$ cat src/rtl/id_ex_stage_if.sv
// ID/EX boundary bundle: decoded ID-stage fields in, registered EX-slot fields
// and hazard status out. The stage uses the slave modport; the decoder/driver uses master.
interface id_ex_stage_if #(parameter int CNT_W = 16);
   logic              RegWrite_i, ALUSrc_i, Branch_i, Extend_i, Jump_i, MemRead_i, MemWrite_i;
   logic [2:0]        ALU_op_i;
   logic [1:0]        RegDst_i, BranchType_i, MemToReg_i;
   logic [31:0]       pc4_i, rs_data_i, rt_data_i, imm_i;
   logic [4:0]        rs_i, rt_i, rd_i;
   logic [5:0]        funct_i;
   logic              flush_i, hold_i;

   logic              ex_RegWrite_o, ex_ALUSrc_o, ex_Branch_o, ex_Extend_o, ex_Jump_o;
   logic              ex_MemRead_o, ex_MemWrite_o;
   logic [2:0]        ex_ALU_op_o;
   logic [1:0]        ex_RegDst_o, ex_BranchType_o, ex_MemToReg_o;
   logic [31:0]       ex_pc4_o, ex_rs_data_o, ex_rt_data_o, ex_imm_o;
   logic [4:0]        ex_rs_o, ex_rt_o, ex_wreg_o;
   logic [5:0]        ex_funct_o;
   logic              ex_valid_o, stall_o;
   logic [CNT_W-1:0]  bubble_cnt_o;

   modport slave (
      input  RegWrite_i, ALUSrc_i, Branch_i, Extend_i, Jump_i, MemRead_i, MemWrite_i,
             ALU_op_i, RegDst_i, BranchType_i, MemToReg_i, pc4_i, rs_data_i, rt_data_i,
             imm_i, rs_i, rt_i, rd_i, funct_i, flush_i, hold_i,
      output ex_RegWrite_o, ex_ALUSrc_o, ex_Branch_o, ex_Extend_o, ex_Jump_o, ex_MemRead_o,
             ex_MemWrite_o, ex_ALU_op_o, ex_RegDst_o, ex_BranchType_o, ex_MemToReg_o,
             ex_pc4_o, ex_rs_data_o, ex_rt_data_o, ex_imm_o, ex_rs_o, ex_rt_o, ex_wreg_o,
             ex_funct_o, ex_valid_o, stall_o, bubble_cnt_o
   );

   modport master (
      output RegWrite_i, ALUSrc_i, Branch_i, Extend_i, Jump_i, MemRead_i, MemWrite_i,
             ALU_op_i, RegDst_i, BranchType_i, MemToReg_i, pc4_i, rs_data_i, rt_data_i,
             imm_i, rs_i, rt_i, rd_i, funct_i, flush_i, hold_i,
      input  ex_RegWrite_o, ex_ALUSrc_o, ex_Branch_o, ex_Extend_o, ex_Jump_o, ex_MemRead_o,
             ex_MemWrite_o, ex_ALU_op_o, ex_RegDst_o, ex_BranchType_o, ex_MemToReg_o,
             ex_pc4_o, ex_rs_data_o, ex_rt_data_o, ex_imm_o, ex_rs_o, ex_rt_o, ex_wreg_o,
             ex_funct_o, ex_valid_o, stall_o, bubble_cnt_o
   );
endinterface

$ cat src/rtl/id_ex_stage.sv
// ID/EX pipeline register with load-use hazard detection, bubble insertion,
// flush/hold control and a saturating bubble counter.
module id_ex_stage #(
   parameter int CNT_W = 16
) (
   input  logic           clk_i,
   input  logic           rst_i,
   id_ex_stage_if.slave   bus
);
   typedef struct packed {
      logic       regWrite, aluSrc, branch, extend, jump, memRead, memWrite;
      logic [2:0] aluOp;
      logic [1:0] regDst, branchType, memToReg;
   } ctrl_t;

   typedef struct packed {
      ctrl_t       ctrl;
      logic [31:0] pc4, rsData, rtData, imm;
      logic [4:0]  rs, rt, wreg;
      logic [5:0]  funct;
      logic        valid;
   } slot_t;

   slot_t            idSlot, exQ;
   logic [CNT_W-1:0] bubbleCnt;
   logic [4:0]       wregNext;
   logic             rtUsed, hz;

   always_comb begin
      wregNext = 5'd0;
      case (bus.RegDst_i)
         2'b00:   wregNext = bus.rt_i;
         2'b01:   wregNext = bus.rd_i;
         2'b10:   wregNext = 5'd31;
         default: wregNext = 5'd0;
      endcase
   end

   always_comb begin
      idSlot.ctrl   = '{bus.RegWrite_i, bus.ALUSrc_i, bus.Branch_i, bus.Extend_i, bus.Jump_i,
                        bus.MemRead_i, bus.MemWrite_i, bus.ALU_op_i, bus.RegDst_i,
                        bus.BranchType_i, bus.MemToReg_i};
      idSlot.pc4    = bus.pc4_i;
      idSlot.rsData = bus.rs_data_i;
      idSlot.rtData = bus.rt_data_i;
      idSlot.imm    = bus.imm_i;
      idSlot.rs     = bus.rs_i;
      idSlot.rt     = bus.rt_i;
      idSlot.wreg   = wregNext;
      idSlot.funct  = bus.funct_i;
      idSlot.valid  = 1'b1;
   end

   // rt only matters as a source when it feeds the ALU, store data or a compare
   assign rtUsed = ~bus.ALUSrc_i | bus.MemWrite_i | bus.Branch_i;
   assign hz     = exQ.valid & exQ.ctrl.memRead & (exQ.wreg != 5'd0) &
                   ((exQ.wreg == bus.rs_i) | ((exQ.wreg == bus.rt_i) & rtUsed));
   assign bus.stall_o = hz & ~bus.flush_i & ~bus.hold_i;

   always_ff @(posedge clk_i or negedge rst_i) begin
      if (!rst_i)                       exQ <= '0;
      else if (!bus.hold_i) begin
         if (bus.flush_i || hz)         exQ <= '0;
         else                           exQ <= idSlot;
      end
   end

   always_ff @(posedge clk_i or negedge rst_i) begin
      if (!rst_i)                                         bubbleCnt <= '0;
      else if (!bus.hold_i && !bus.flush_i && hz && !(&bubbleCnt))
                                                          bubbleCnt <= bubbleCnt + 1'b1;
   end

   assign bus.ex_RegWrite_o   = exQ.ctrl.regWrite;
   assign bus.ex_ALUSrc_o     = exQ.ctrl.aluSrc;
   assign bus.ex_Branch_o     = exQ.ctrl.branch;
   assign bus.ex_Extend_o     = exQ.ctrl.extend;
   assign bus.ex_Jump_o       = exQ.ctrl.jump;
   assign bus.ex_MemRead_o    = exQ.ctrl.memRead;
   assign bus.ex_MemWrite_o   = exQ.ctrl.memWrite;
   assign bus.ex_ALU_op_o     = exQ.ctrl.aluOp;
   assign bus.ex_RegDst_o     = exQ.ctrl.regDst;
   assign bus.ex_BranchType_o = exQ.ctrl.branchType;
   assign bus.ex_MemToReg_o   = exQ.ctrl.memToReg;
   assign bus.ex_pc4_o        = exQ.pc4;
   assign bus.ex_rs_data_o    = exQ.rsData;
   assign bus.ex_rt_data_o    = exQ.rtData;
   assign bus.ex_imm_o        = exQ.imm;
   assign bus.ex_rs_o         = exQ.rs;
   assign bus.ex_rt_o         = exQ.rt;
   assign bus.ex_wreg_o       = exQ.wreg;
   assign bus.ex_funct_o      = exQ.funct;
   assign bus.ex_valid_o      = exQ.valid;
   assign bus.bubble_cnt_o    = bubbleCnt;
endmodule

$ cat src/flat_wrapper.sv
// flat-port wrapper written by rule: the top's interface ports become plain ports
module id_ex_stage_flat 
#(
   parameter int CNT_W = 16
)
  (clk_i, rst_i, bus_RegWrite_i, bus_ALUSrc_i, bus_Branch_i, bus_Extend_i, bus_Jump_i, bus_MemRead_i, bus_MemWrite_i, bus_ALU_op_i, bus_RegDst_i, bus_BranchType_i, bus_MemToReg_i, bus_pc4_i, bus_rs_data_i, bus_rt_data_i, bus_imm_i, bus_rs_i, bus_rt_i, bus_rd_i, bus_funct_i, bus_flush_i, bus_hold_i, bus_ex_RegWrite_o, bus_ex_ALUSrc_o, bus_ex_Branch_o, bus_ex_Extend_o, bus_ex_Jump_o, bus_ex_MemRead_o, bus_ex_MemWrite_o, bus_ex_ALU_op_o, bus_ex_RegDst_o, bus_ex_BranchType_o, bus_ex_MemToReg_o, bus_ex_pc4_o, bus_ex_rs_data_o, bus_ex_rt_data_o, bus_ex_imm_o, bus_ex_rs_o, bus_ex_rt_o, bus_ex_wreg_o, bus_ex_funct_o, bus_ex_valid_o, bus_stall_o, bus_bubble_cnt_o);
  id_ex_stage_if #(.CNT_W(CNT_W)) bus_i ();
  input  logic clk_i;
  input  logic rst_i;
  input wire logic [$bits(bus_i.RegWrite_i)-1:0] bus_RegWrite_i;
  input wire logic [$bits(bus_i.ALUSrc_i)-1:0] bus_ALUSrc_i;
  input wire logic [$bits(bus_i.Branch_i)-1:0] bus_Branch_i;
  input wire logic [$bits(bus_i.Extend_i)-1:0] bus_Extend_i;
  input wire logic [$bits(bus_i.Jump_i)-1:0] bus_Jump_i;
  input wire logic [$bits(bus_i.MemRead_i)-1:0] bus_MemRead_i;
  input wire logic [$bits(bus_i.MemWrite_i)-1:0] bus_MemWrite_i;
  input wire logic [$bits(bus_i.ALU_op_i)-1:0] bus_ALU_op_i;
  input wire logic [$bits(bus_i.RegDst_i)-1:0] bus_RegDst_i;
  input wire logic [$bits(bus_i.BranchType_i)-1:0] bus_BranchType_i;
  input wire logic [$bits(bus_i.MemToReg_i)-1:0] bus_MemToReg_i;
  input wire logic [$bits(bus_i.pc4_i)-1:0] bus_pc4_i;
  input wire logic [$bits(bus_i.rs_data_i)-1:0] bus_rs_data_i;
  input wire logic [$bits(bus_i.rt_data_i)-1:0] bus_rt_data_i;
  input wire logic [$bits(bus_i.imm_i)-1:0] bus_imm_i;
  input wire logic [$bits(bus_i.rs_i)-1:0] bus_rs_i;
  input wire logic [$bits(bus_i.rt_i)-1:0] bus_rt_i;
  input wire logic [$bits(bus_i.rd_i)-1:0] bus_rd_i;
  input wire logic [$bits(bus_i.funct_i)-1:0] bus_funct_i;
  input wire logic [$bits(bus_i.flush_i)-1:0] bus_flush_i;
  input wire logic [$bits(bus_i.hold_i)-1:0] bus_hold_i;
  output wire logic [$bits(bus_i.ex_RegWrite_o)-1:0] bus_ex_RegWrite_o;
  output wire logic [$bits(bus_i.ex_ALUSrc_o)-1:0] bus_ex_ALUSrc_o;
  output wire logic [$bits(bus_i.ex_Branch_o)-1:0] bus_ex_Branch_o;
  output wire logic [$bits(bus_i.ex_Extend_o)-1:0] bus_ex_Extend_o;
  output wire logic [$bits(bus_i.ex_Jump_o)-1:0] bus_ex_Jump_o;
  output wire logic [$bits(bus_i.ex_MemRead_o)-1:0] bus_ex_MemRead_o;
  output wire logic [$bits(bus_i.ex_MemWrite_o)-1:0] bus_ex_MemWrite_o;
  output wire logic [$bits(bus_i.ex_ALU_op_o)-1:0] bus_ex_ALU_op_o;
  output wire logic [$bits(bus_i.ex_RegDst_o)-1:0] bus_ex_RegDst_o;
  output wire logic [$bits(bus_i.ex_BranchType_o)-1:0] bus_ex_BranchType_o;
  output wire logic [$bits(bus_i.ex_MemToReg_o)-1:0] bus_ex_MemToReg_o;
  output wire logic [$bits(bus_i.ex_pc4_o)-1:0] bus_ex_pc4_o;
  output wire logic [$bits(bus_i.ex_rs_data_o)-1:0] bus_ex_rs_data_o;
  output wire logic [$bits(bus_i.ex_rt_data_o)-1:0] bus_ex_rt_data_o;
  output wire logic [$bits(bus_i.ex_imm_o)-1:0] bus_ex_imm_o;
  output wire logic [$bits(bus_i.ex_rs_o)-1:0] bus_ex_rs_o;
  output wire logic [$bits(bus_i.ex_rt_o)-1:0] bus_ex_rt_o;
  output wire logic [$bits(bus_i.ex_wreg_o)-1:0] bus_ex_wreg_o;
  output wire logic [$bits(bus_i.ex_funct_o)-1:0] bus_ex_funct_o;
  output wire logic [$bits(bus_i.ex_valid_o)-1:0] bus_ex_valid_o;
  output wire logic [$bits(bus_i.stall_o)-1:0] bus_stall_o;
  output wire logic [$bits(bus_i.bubble_cnt_o)-1:0] bus_bubble_cnt_o;
  assign bus_i.RegWrite_i = bus_RegWrite_i;
  assign bus_i.ALUSrc_i = bus_ALUSrc_i;
  assign bus_i.Branch_i = bus_Branch_i;
  assign bus_i.Extend_i = bus_Extend_i;
  assign bus_i.Jump_i = bus_Jump_i;
  assign bus_i.MemRead_i = bus_MemRead_i;
  assign bus_i.MemWrite_i = bus_MemWrite_i;
  assign bus_i.ALU_op_i = bus_ALU_op_i;
  assign bus_i.RegDst_i = bus_RegDst_i;
  assign bus_i.BranchType_i = bus_BranchType_i;
  assign bus_i.MemToReg_i = bus_MemToReg_i;
  assign bus_i.pc4_i = bus_pc4_i;
  assign bus_i.rs_data_i = bus_rs_data_i;
  assign bus_i.rt_data_i = bus_rt_data_i;
  assign bus_i.imm_i = bus_imm_i;
  assign bus_i.rs_i = bus_rs_i;
  assign bus_i.rt_i = bus_rt_i;
  assign bus_i.rd_i = bus_rd_i;
  assign bus_i.funct_i = bus_funct_i;
  assign bus_i.flush_i = bus_flush_i;
  assign bus_i.hold_i = bus_hold_i;
  assign bus_ex_RegWrite_o = bus_i.ex_RegWrite_o;
  assign bus_ex_ALUSrc_o = bus_i.ex_ALUSrc_o;
  assign bus_ex_Branch_o = bus_i.ex_Branch_o;
  assign bus_ex_Extend_o = bus_i.ex_Extend_o;
  assign bus_ex_Jump_o = bus_i.ex_Jump_o;
  assign bus_ex_MemRead_o = bus_i.ex_MemRead_o;
  assign bus_ex_MemWrite_o = bus_i.ex_MemWrite_o;
  assign bus_ex_ALU_op_o = bus_i.ex_ALU_op_o;
  assign bus_ex_RegDst_o = bus_i.ex_RegDst_o;
  assign bus_ex_BranchType_o = bus_i.ex_BranchType_o;
  assign bus_ex_MemToReg_o = bus_i.ex_MemToReg_o;
  assign bus_ex_pc4_o = bus_i.ex_pc4_o;
  assign bus_ex_rs_data_o = bus_i.ex_rs_data_o;
  assign bus_ex_rt_data_o = bus_i.ex_rt_data_o;
  assign bus_ex_imm_o = bus_i.ex_imm_o;
  assign bus_ex_rs_o = bus_i.ex_rs_o;
  assign bus_ex_rt_o = bus_i.ex_rt_o;
  assign bus_ex_wreg_o = bus_i.ex_wreg_o;
  assign bus_ex_funct_o = bus_i.ex_funct_o;
  assign bus_ex_valid_o = bus_i.ex_valid_o;
  assign bus_stall_o = bus_i.stall_o;
  assign bus_bubble_cnt_o = bus_i.bubble_cnt_o;
  id_ex_stage #(.CNT_W(CNT_W)) u_core (.clk_i(clk_i), .rst_i(rst_i), .bus(bus_i));
endmodule
$ cat config.mk
export PLATFORM = sky130hd
export DESIGN_NAME = id_ex_stage_flat
export DESIGN_NICKNAME = d
export VERILOG_FILES = /design/src/rtl/id_ex_stage_if.sv /design/src/rtl/id_ex_stage.sv /design/src/flat_wrapper.sv
export SDC_FILE = /design/constraint.sdc
export NUM_CORES = 1
export LEC_CHECK = 0
export BUFFER_PORTS_ARGS = -buffer_cell sky130_fd_sc_hd__buf_2
export CORE_MARGIN = 3
export CORE_UTILIZATION = 40
export CTS_CLUSTER_SIZE = 24
export DETAILED_ROUTE_END_ITERATION = 10
export PLACE_DENSITY = 0.72
export SLEW_MARGIN = 5
export SYNTH_ARGS = -nofsm -noshare
export SYNTH_HDL_FRONTEND = slang
export SYNTH_SLANG_ARGS = --single-unit
$ cat constraint.sdc
create_clock -name clk_i -period 2.9 [get_ports clk_i]
set_clock_uncertainty 0.2 [all_clocks]
set_input_delay 0.145 -clock clk_i [delete_from_list [all_inputs] [get_ports clk_i]]
set_output_delay 0.145 -clock clk_i [all_outputs]
set_load 0.02 [all_outputs]
After elaboration in Yosys (flattened, before gate mapping)
Cells that the tools add are included.
- $add $sub $neg: 1
- $mul: 0
- div/mod/pow operators: 0
- order comparisons: 0
- equal/unequal tests: 4
- shifts and indexed selects: 0
- multiplexer cells: 2
- bitwise gates (word level): 12
- reductions and logical operators: 10
- operators by type and width (operator ; count):
    two-way mux 166 bit ; 1
    adder 16 x 1 -> 16 bit (second input constant) ; 1
    AND reduction 16 bit ; 1
    one-hot mux 5 bit (3 select lines) ; 1
    equality test 5 bit ; 2
    AND 1 bit ; 6
    nonzero test 5 bit ; 1
    logical AND 1 bit ; 3
    zero test 1 bit ; 3
    NOT 1 bit ; 3
    OR 1 bit ; 3
    equality test 2 x 1 -> 1 bit (second input constant) ; 1
    equality test 2 bit (second input constant) ; 1
    zero test 2 bit ; 1
    logical OR 1 bit ; 1
- bits in registers: 182
- latch bits: 0
- RAM bits: 0
- bits in read-only memories: 0
- bits of input ports: 169
- output and inout bits: 183
- memories kept: 0

Logic depth before layout (Yosys ltp)
Gate-level depths: netlist (run 1).
- word-level depth: 8
- gate-level depth with buffers: 8
- depth with buffers taken out: 6

Worst setup path after synthesis (run 1)
No wires, ideal clock.
- path type: reg2reg
- from: register u_core.exQ (netlist bit u_core.bus.ex_wreg_o[0])
- to: register u_core.bubbleCnt[1], in the netlist u_core.bus.bubble_cnt_o[1]
- library setup time: 0.125 ns
- data arrival time: 1.894 ns
- data required time: 2.575 ns
- slack: 0.682 ns
- stages on the path, launching flop included: 6
- period minus slack after synthesis: 2.218 ns
- cells stage by stage: dfrtp_1 or4_1 o211ai_2 a21oi_1 nand3_1 mux2_2
- cells in the longest elaborated chain, start to end: 6
- RTL lines (what ; line ; RTL):
    from (decl) ; id_ex_stage.sv:24 ; slot_t idSlot, exQ;
    from (signal assigned) ; id_ex_stage.sv:64 ; else exQ <= idSlot;
    equality test 5 bit ; id_ex_stage.sv:57 ; ((exQ.wreg == bus.rs_i) | ((exQ.wreg == bus.rt_i) & rtUsed));
    AND 1 bit ; id_ex_stage.sv:57 ;
    OR 1 bit ; id_ex_stage.sv:57 ;
    AND 1 bit * ; id_ex_stage.sv:56 ; assign hz = exQ.valid & exQ.ctrl.memRead & (exQ.wreg != 5'd0) &
    logical AND 1 bit * (2 in series) ; id_ex_stage.sv:70 ; else if (!bus.hold_i && !bus.flush_i && hz && !(&bubbleCnt))
    to (signal assigned) ; id_ex_stage.sv:71 ; bubbleCnt <= bubbleCnt + 1'b1;
    to (decl) ; id_ex_stage.sv:25 ; logic [CNT_W-1:0] bubbleCnt;
Mark *: on every way between the ends. The rest lies on a longest branch, timed or not.
A chain may end at the register's enable or synchronous reset.

Worst setup path in the final report (run 1)
- from: register u_core.exQ (netlist bit u_core.bus.ex_wreg_o[0])
- to: output bus_stall_o
- cells in the longest elaborated chain, start to end: 6
- RTL lines (what ; line ; RTL):
    equality test 5 bit ; id_ex_stage.sv:57 ;
    AND 1 bit ; id_ex_stage.sv:57 ;
    OR 1 bit ; id_ex_stage.sv:57 ;
    AND 1 bit * ; id_ex_stage.sv:56 ;
    AND 1 bit * (2 in series) ; id_ex_stage.sv:58 ; assign bus.stall_o = hz & ~bus.flush_i & ~bus.hold_i;
    to (decl) ; flat_wrapper.sv:51 ; output wire logic [$bits(bus_i.stall_o)-1:0] bus_stall_o;
Marked as above.

==> out/qor.csv, run 1 <==
stage,metric,value,unit
grt,grt_first_pass_wirelength,35490,microns
timing,final_max_slew_viol_count,0,
timing,max_freq,396.4,MHz
detailed_routing,drt-wirelength-per-cell,18.75,microns
synthesis,synth_edf_count,0,
detailed_routing,drt-total-wl,23010,microns
timing,fin_tns_setup,0,ns
critical_path,crit_path_max_incr_delay,0.55,ns
final_layout,num_antenna_cells,0,
final_layout,syn_to_final_growth,60.50,%
placed_design,place_congestion,0.8431,
clock_network,cts_setup_buffers,0,
placed_design,dp_slack,0.5005,ns
placed_design,dpl_cell_area,0.008805,sq mm
clock_network,clock_sink_count,182,
grt,grt_max_degree,95,
timing,finalHoldViolCount,0,
pwr,power_leakage,5.839,nW
final_layout,finalInstanceArea,0.01104,sq mm
critical_path,crit_chain,"or4_1, o211ai_2, nor2_1, and2_1, buf_2",
synthesis,avgSynthCellArea,14.13,sq um
pwr,swShare,0.2785,
pwr,intPower,4.446,mW
final_layout,final_nets,1165,
pwr,power.net_switching,1.716,mW
critical_path,cp_slowest_cell,or4_1,
pwr,finalPower,6.162,mW
critical_path,worstPathMaxFanout,5,
critical_path,critPathCaptureType,output port,
detailed_routing,drt_iter0_drc,319,
timing,finalWorstSetupSlack,0.3772,ns
synthesis,syn-cell-area,0.006880,sq mm
final_layout,final_cells,1227,
flow_run,maxCapViolCount,0,
placed_design,dpl.hpwl,14040,microns
floorplan,initial_utilization,0.4120,
pwr,clockPowerShare,0.356,
synthesis,syn_nets,657,
timing,timing.final.crit_share,0.8699,
floorplan,io-pin-count,352,
synthesis,synth-seq-cells,182,
synthesis,synthCells,487,
clock_network,clk_pin_slew_worst_paths,0.07,ns
timing,whs,0.09779,ns
detailed_routing,viasPerCell,5.096,
synthesis,synthDistinctLibCells,32,
critical_path,reg2reg_depth,6,
grt,grt_pass1_vias,6621,
timing,fin_crit,2.523,ns
timing,worstMarginPinSlew,0.9378,ns
clock_network,cts_buffer_depth,2,
timing,relSlewSlack,0.3748,
pwr,p_seq_frac,0.460,
timing,rsz0062_at_grt,false,
critical_path,critPathLaunchType,flip-flop,
grt,antenna_found_initial,0,
pwr,ir_drop,0.3944,mV
synthesis,ys_seq_area_frac,0.6619,
min_path,hold_class,in -> async,
grt,grt-ovfl-total,0,
timing,setup_viol,0,
critical_path,worstPathRequired,2.56,ns
floorplan,dieArea,0.01881,sq mm
floorplan,core,0.01670,sq mm
grt,grt_util_all_layers,0.2424,
placed_design,io_buffers,351,
final_layout,final_core_util,0.6612,
critical_path,path_class,reg -> out,
synthesis,async_reset_ff_frac,1.000,
clock_network,cts-root-buf,clkbuf_16,
detailed_routing,routed-via-count,6253,
outcome,outcome,"complete, no violations",
pwr,power_density,558.0,mW/mm^2
floorplan,fp.dieW,137.2,microns
clock_network,insertion_delay,0.42,ns
pwr,combPwrFrac,0.184,
detailed_routing,drc,0,
detailed_routing,first_pass_iters,4,
final_layout,drive_above_1_share,0.3923,
detailed_routing,final_antenna_net_count,0,
clock_network,cts_tree,yes,
clock_network,cts_buffers,17,
placed_design,dp.cells,1027,
synthesis,synthFlopType,dfrtp_1,
synthesis,ys_warn_count,0,
floorplan,fp.dieH,137.2,microns
clock_network,h-tree-depth,4,
floorplan,core.rowCount,47,
critical_path,worstPathArrival,2.18,ns
[worst max-delay path, delay by kind of cell (launching register included)]
kind                   cells  cell delay, ns
AO/OA/AOI/OAI              1            0.26
flip-flops                 1            0.43
buffers and inverters      1            0.16
AND/OR/NAND/NOR            3            0.92
[timing repair]
action / in CTS / in global routing
endpoints found under the hold margin: 274 / 0
hold buffers: 169 / 0
resized for setup: 0 / 0
[cells in the final DEF (no fill, tap or decap), types with 5 or more instances in the layout]
cell type      instances
nand4_1                7
dlygate4sd3_1        169
nand2_1               10
buf_4                  7
nand3_1                8
nor2_1                12
clkbuf_16             17
xor2_1                10
xnor2_1               13
a22o_1               166
dfrtp_1              182
buf_2                349
o21ai_0                5
[cells in the mapped netlist, types with 4 or more instances]
| library cell | n | area (sq um) |
|---|---|---|
| dfrtp_1 | 182 | 4554 |
| xnor2_1 | 13 | 113.9 |
| nand4b_1 | 4 | 35.03 |
| xor2_1 | 10 | 87.58 |
| buf_6 | 4 | 45.04 |
| nand4_1 | 7 | 43.79 |
| and3_1 | 4 | 25.02 |
| clkbuf_1 | 21 | 78.83 |
| buf_4 | 12 | 90.09 |
| a22o_1 | 166 | 1454 |
| nor2_1 | 12 | 45.04 |
| nand2_1 | 10 | 37.54 |
| nand3_1 | 8 | 40.04 |
| o21ai_0 | 5 | 25.02 |
[metal layers]
layer / global-route usage / share of wire / vias to the layer above
met5: 0 / 0 / -
met4: 0.08315 / 0.025 / 0
met3: 0.07132 / 0.075 / 46
met2: 0.4163 / 0.51 / 285
met1: 0.2910 / 0.39 / 3048
li1: - / - / 2874
[sequential cells by signal, summed over array words and instances (netlist names), 2 cells and up]
signal,count
u_core.bus.ex_rt_o,5
u_core.bus.bubble_cnt_o,16
u_core.bus.ex_MemToReg_o,2
u_core.bus.ex_rs_o,5
u_core.bus.ex_pc4_o,32
u_core.bus.ex_ALU_op_o,3
u_core.bus.ex_BranchType_o,2
u_core.bus.ex_rs_data_o,32
u_core.bus.ex_RegDst_o,2
u_core.bus.ex_imm_o,32
u_core.bus.ex_wreg_o,5
u_core.bus.ex_rt_data_o,32
u_core.bus.ex_funct_o,6
[area by class of cell]
| class | count | area (sq um) |
|---|---|---|
| inverters | 2 | 7.507 |
| fillers | 1219 | 5658 |
| multi-input cells | 263 | 2097 |
| clock inverters | 11 | 100.1 |
| clock buffers | 20 | 446.7 |
| flip-flops and latches | 182 | 4554 |
| well taps | 220 | 275.3 |
| repair buffers | 529 | 3562 |
[cells by family after synthesis]
logic type,share of synthesized area
compound gates,0.2226
xor+xnor,0.02928
fa+ha+maj,0.001818
buf+inv,0.03437
flops,0.6619
mux,0.003273
simple gates,0.04674
[power groups by stage]
stage | Clock (mW) | Combinational, mW | Sequential, mW
after floorplan | 0 | 0.274 | 3.10
after global placement | 0 | 0.931 | 2.87
after detailed placement | 0 | 0.944 | 2.87
after CTS | 2.24 | 1.13 | 2.83
after global routing | 2.35 | 1.21 | 2.85
final | 2.19 | 1.13 | 2.83
[final timing paths]
kind / start / end / slack, ns
worst max-delay path: u_core.bus.ex_wreg_o[0] / bus_stall_o / 0.38
max in group asynchronous: rst_i / u_core.bus.ex_rt_data_o[14] / 1.62
min in group clk_i: bus_imm_i[7] / u_core.bus.ex_imm_o[7] / 0.27
worst max register to register: u_core.bus.ex_wreg_o[0] / u_core.bus.ex_MemToReg_o[1] / 0.46
worst min-delay path: rst_i / u_core.bus.ex_rs_data_o[11] / 0.1
worst min register to register: u_core.bus.bubble_cnt_o[9] / u_core.bus.bubble_cnt_o[9] / 0.30
Power figures use the tool's default switching activity.
==> run 2, diff against run 1 <==
--- a/config.mk
+++ b/config.mk
@@ -10,7 +10,7 @@
 export CORE_UTILIZATION = 40
 export CTS_CLUSTER_SIZE = 24
 export DETAILED_ROUTE_END_ITERATION = 10
-export PLACE_DENSITY = 0.72
+export PLACE_DENSITY = 0.75
 export SLEW_MARGIN = 5
 export SYNTH_ARGS = -nofsm -noshare
 export SYNTH_HDL_FRONTEND = slang
==> constraint.sdc (replaced) <==
create_clock -name clk_i -period 2.05 [get_ports clk_i]
set_clock_uncertainty 0.2 [all_clocks]
set_input_delay 0.1025 -clock clk_i [delete_from_list [all_inputs] [get_ports clk_i]]
set_output_delay 0.1025 -clock clk_i [all_outputs]
set_load 0.02 [all_outputs]
==> run 2 against run 1 <==
  * The run now ends with negative setup slack left
  * Critical path type is now reg -> reg
  * Core utilization increased by 7.3 points
  * First-iteration DRC count up 21%
  * Final cell count increased by 6.6%
  * Wire length grew 18%
  * Hold slack lost 0.097 ns
  * Global-route usage grew 3.2 points
  * Sequential power rose by 42%
  * Count of clock-buffer cells in the layout down 1
  * Largest cell class is now buffers
  * Combinational power rose by 69%
  * Register-to-register slack lost 1.0 ns
  * Power is 52% higher
  * Sequential cell count did not move
==> out/qor.csv, run 2 (synthesis results as in run 1) <==
stage,metric,value,unit,change
outcome,outcome,"complete, but fails checks",,
outcome,violations,negative setup slack,,
floorplan,initial_utilization,0.4120,,unchanged
timing,finalWorstSetupSlack,-0.5514,ns,-0.9286 ns
clock_network,cts_buffers,17,,unchanged
grt,grt_use_met2,0.4771,,+0.06076
timing,rsz0062_at_grt,true,,
detailed_routing,drt_iter0_drc,387,,+21%
timing,finalHoldViolCount,0,,unchanged
pwr,clockPowerShare,0.366,,+0.010
floorplan,io-pin-count,352,,unchanged
critical_path,critPathLaunchType,flip-flop,,
timing,final_max_slew_viol_count,0,,unchanged
detailed_routing,routed-via-count,6964,,+11%
placed_design,dpl.hpwl,14470,microns,+3.1%
pwr,swShare,0.2876,,+0.009161
grt,grt_use_met1,0.3326,,+0.04158
detailed_routing,drc,0,,unchanged
timing,timing.final.crit_share,1.269,,
grt,antenna_found_initial,1,,+1
timing,relSlewSlack,0.3481,,-0.02673
detailed_routing,final_antenna_net_count,0,,unchanged
critical_path,worstPathRequired,2.16,ns,-0.40 ns
placed_design,dpl_cell_area,0.009126,sq mm,+3.7%
clock_network,cts_buffer_depth,2,,unchanged
placed_design,place_congestion,0.8707,,+3.3%
final_layout,syn_to_final_growth,78.34,%,
pwr,combPwrFrac,0.205,,+0.021
timing,worstMarginPinSlew,0.9779,ns,+0.04010 ns
final_layout,finalInstanceArea,0.01227,sq mm,+11%
flow_run,maxCapViolCount,0,,unchanged
critical_path,crit_path_max_incr_delay,0.43,ns,-0.12 ns
timing,max_freq,384.4,MHz,
critical_path,cp_slowest_cell,dfrtp_2,,
clock_network,h-tree-depth,4,,unchanged
pwr,p_seq_frac,0.430,,-0.030
pwr,power_leakage,6.420,nW,+10%
clock_network,clock_sink_count,182,,unchanged
grt,grt_pass1_vias,7264,,+9.7%
grt,grt_max_degree,91,,-4.2%
grt,grt_first_pass_wirelength,39920,microns,+12%
critical_path,crit_chain,"buf_4, xor2_1, nor4_1, a22o_1, buf_6, a21oi_4, buf_8, buf_12, buf_12, buf_16, a22o_1",,
detailed_routing,drt-total-wl,27120,microns,+18%
detailed_routing,viasPerCell,5.324,,+4.5%
final_layout,drive_above_1_share,0.4489,,+0.05669
critical_path,worstPathArrival,2.71,ns,+0.53 ns
clock_network,cts-root-buf,clkbuf_16,,
timing,setup_viol,183,,+183
placed_design,dp_slack,-0.1900,ns,-0.6905 ns
critical_path,path_class,reg -> reg,,
critical_path,crit_family,buffers and inverters,,
critical_path,worstPathMaxFanout,16,,+11
grt,grt-ovfl-total,0,,unchanged
clock_network,clk_pin_slew_worst_paths,0.07,ns,about the same
detailed_routing,drt-wirelength-per-cell,20.73,microns,+11%
floorplan,core,0.01670,sq mm,unchanged
floorplan,core.rowCount,47,,unchanged
clock_network,insertion_delay,0.43,ns,about the same
floorplan,dieArea,0.01881,sq mm,unchanged
critical_path,critPathCaptureType,flip-flop,,
critical_path,critPathBufInv,6,,+5
final_layout,final_common_cell,buf_2,,
floorplan,fp.dieH,137.2,microns,unchanged
placed_design,io_buffers,351,,unchanged
grt,met3_usage,0.05809,,-0.01324
pwr,power.net_switching,2.688,mW,+57%
floorplan,fp.dieW,137.2,microns,unchanged
grt,grt_util_all_layers,0.2747,,+0.03225
final_layout,mostFrequentLayoutCells,"348 x buf_2, 179 x dfrtp_1, 171 x dlygate4sd3_1, 166 x a22o_1, 37 x buf_4",,
detailed_routing,first_pass_iters,6,,+2
pwr,intPower,6.657,mW,+50%
grt,grt.busiest_layer,met2,,
placed_design,dp.cells,1064,,+3.6%
min_path,hold_class,in -> async,,
clock_network,cts_tree,yes,,
final_layout,final_nets,1244,,+6.8%
pwr,power_density,761.6,mW/mm^2,+36%
timing,fin_crit,2.601,ns,
final_layout,final_cells,1308,,+6.6%
pwr,ir_drop,0.6898,mV,+75%
run 2: cell count changes in the layout (fill, tap and decap cells not counted), moves of 2 or more:
| cell | change |
|---|---|
| nand3_2 | +3 |
| buf_4 | +30 |
| buf_8 | +7 |
| buf_12 | +8 |
| buf_6 | +20 |
| dfrtp_2 | +3 |
| inv_8 | +3 |
| inv_6 | +2 |
| clkinv_2 | -3 |
| dfrtp_1 | -3 |
| nand3_1 | -3 |
| buf_16 | +13 |
| dlygate4sd3_1 | +2 |
run 2: path summary, 6_finish.rpt:
check                                      startpoint                     endpoint  slack (ns)  cells after the start
setup / recovery              u_core.bus.ex_wreg_o[0]   u_core.bus.ex_rs_data_o[7]       -0.55                     11
hold / removal                                  rst_i      u_core.bus.ex_imm_o[23]      0.0003                      2
setup reg to reg              u_core.bus.ex_wreg_o[0]   u_core.bus.ex_rs_data_o[7]       -0.55                     11
hold reg to reg            u_core.bus.bubble_cnt_o[9]   u_core.bus.bubble_cnt_o[9]        0.30                      1
max in group asynchronous                       rst_i  u_core.bus.ex_rs_data_o[14]        0.99                      3
min in group clk_i                       bus_pc4_i[7]       u_core.bus.ex_pc4_o[7]        0.22                      3
run 2: per-layer routing:
layer / part of all wire / up-vias
met3: 0.070 / 71
met2: 0.52 / 376
li1: - / 3044
met1: 0.38 / 3473
met4: 0.033 / 0
met5: 0 / -
run 2: power groups by stage:
stage	combinational (mW)	clock, mW	sequential [mW]
global route	2.02	3.61	4.04
detailed placement	1.39	0	4.06
floorplan	0.392	0	4.38
CTS	1.84	3.43	3.99
finish	1.91	3.42	4.02
global placement	1.37	0	4.05
run 2: final cells by class:
class,instances,area [sq um]
Timing Repair Buffer,608,4651
Antenna cell,1,2.502
Tap cell,220,275.3
Multi-Input combinational cell,263,2176
Fill cell,998,4431
Sequential cell,182,4558
Clock buffer,19,442.9
Inverter,2,7.507
Clock inverter,13,157.7
run 2: repair_timing:
item | in CTS | in global routing
pin swaps | 17 | 18
endpoints found under the setup margin | 180 | 183
cloned | 14 | 0
buffers inserted | 19 | 9
hold buffers | 171 | 0
gates resized for setup | 58 | 19
endpoints found under the hold margin | 352 | 0
run 2: metrics by stage:
stage                     setup TNS, ns  hold slack [ns]  utilization  total power, mW
after global routing             -64.16          0.03308       0.7347            9.671
after floorplan                  -16.63          -0.3931            -            4.774
after global placement           -20.73         -0.09834       0.5464            5.423
final                            -63.67        0.0003434       0.7347            9.345
after detailed placement         -24.33          -0.1041       0.5464            5.450
after CTS                        -39.87          0.01547       0.7278            9.266
run 2: worst reg2reg max path, cell delays in order, from the launching register on:
cell and delay, ns:
dfrtp_2 0.43, buf_4 0.15, xor2_1 0.16, nor4_1 0.27, a22o_1 0.31, buf_6 0.13, a21oi_4 0.07, buf_8 0.15
buf_12 0.14, buf_12 0.12, buf_16 0.14, a22o_1 0.22
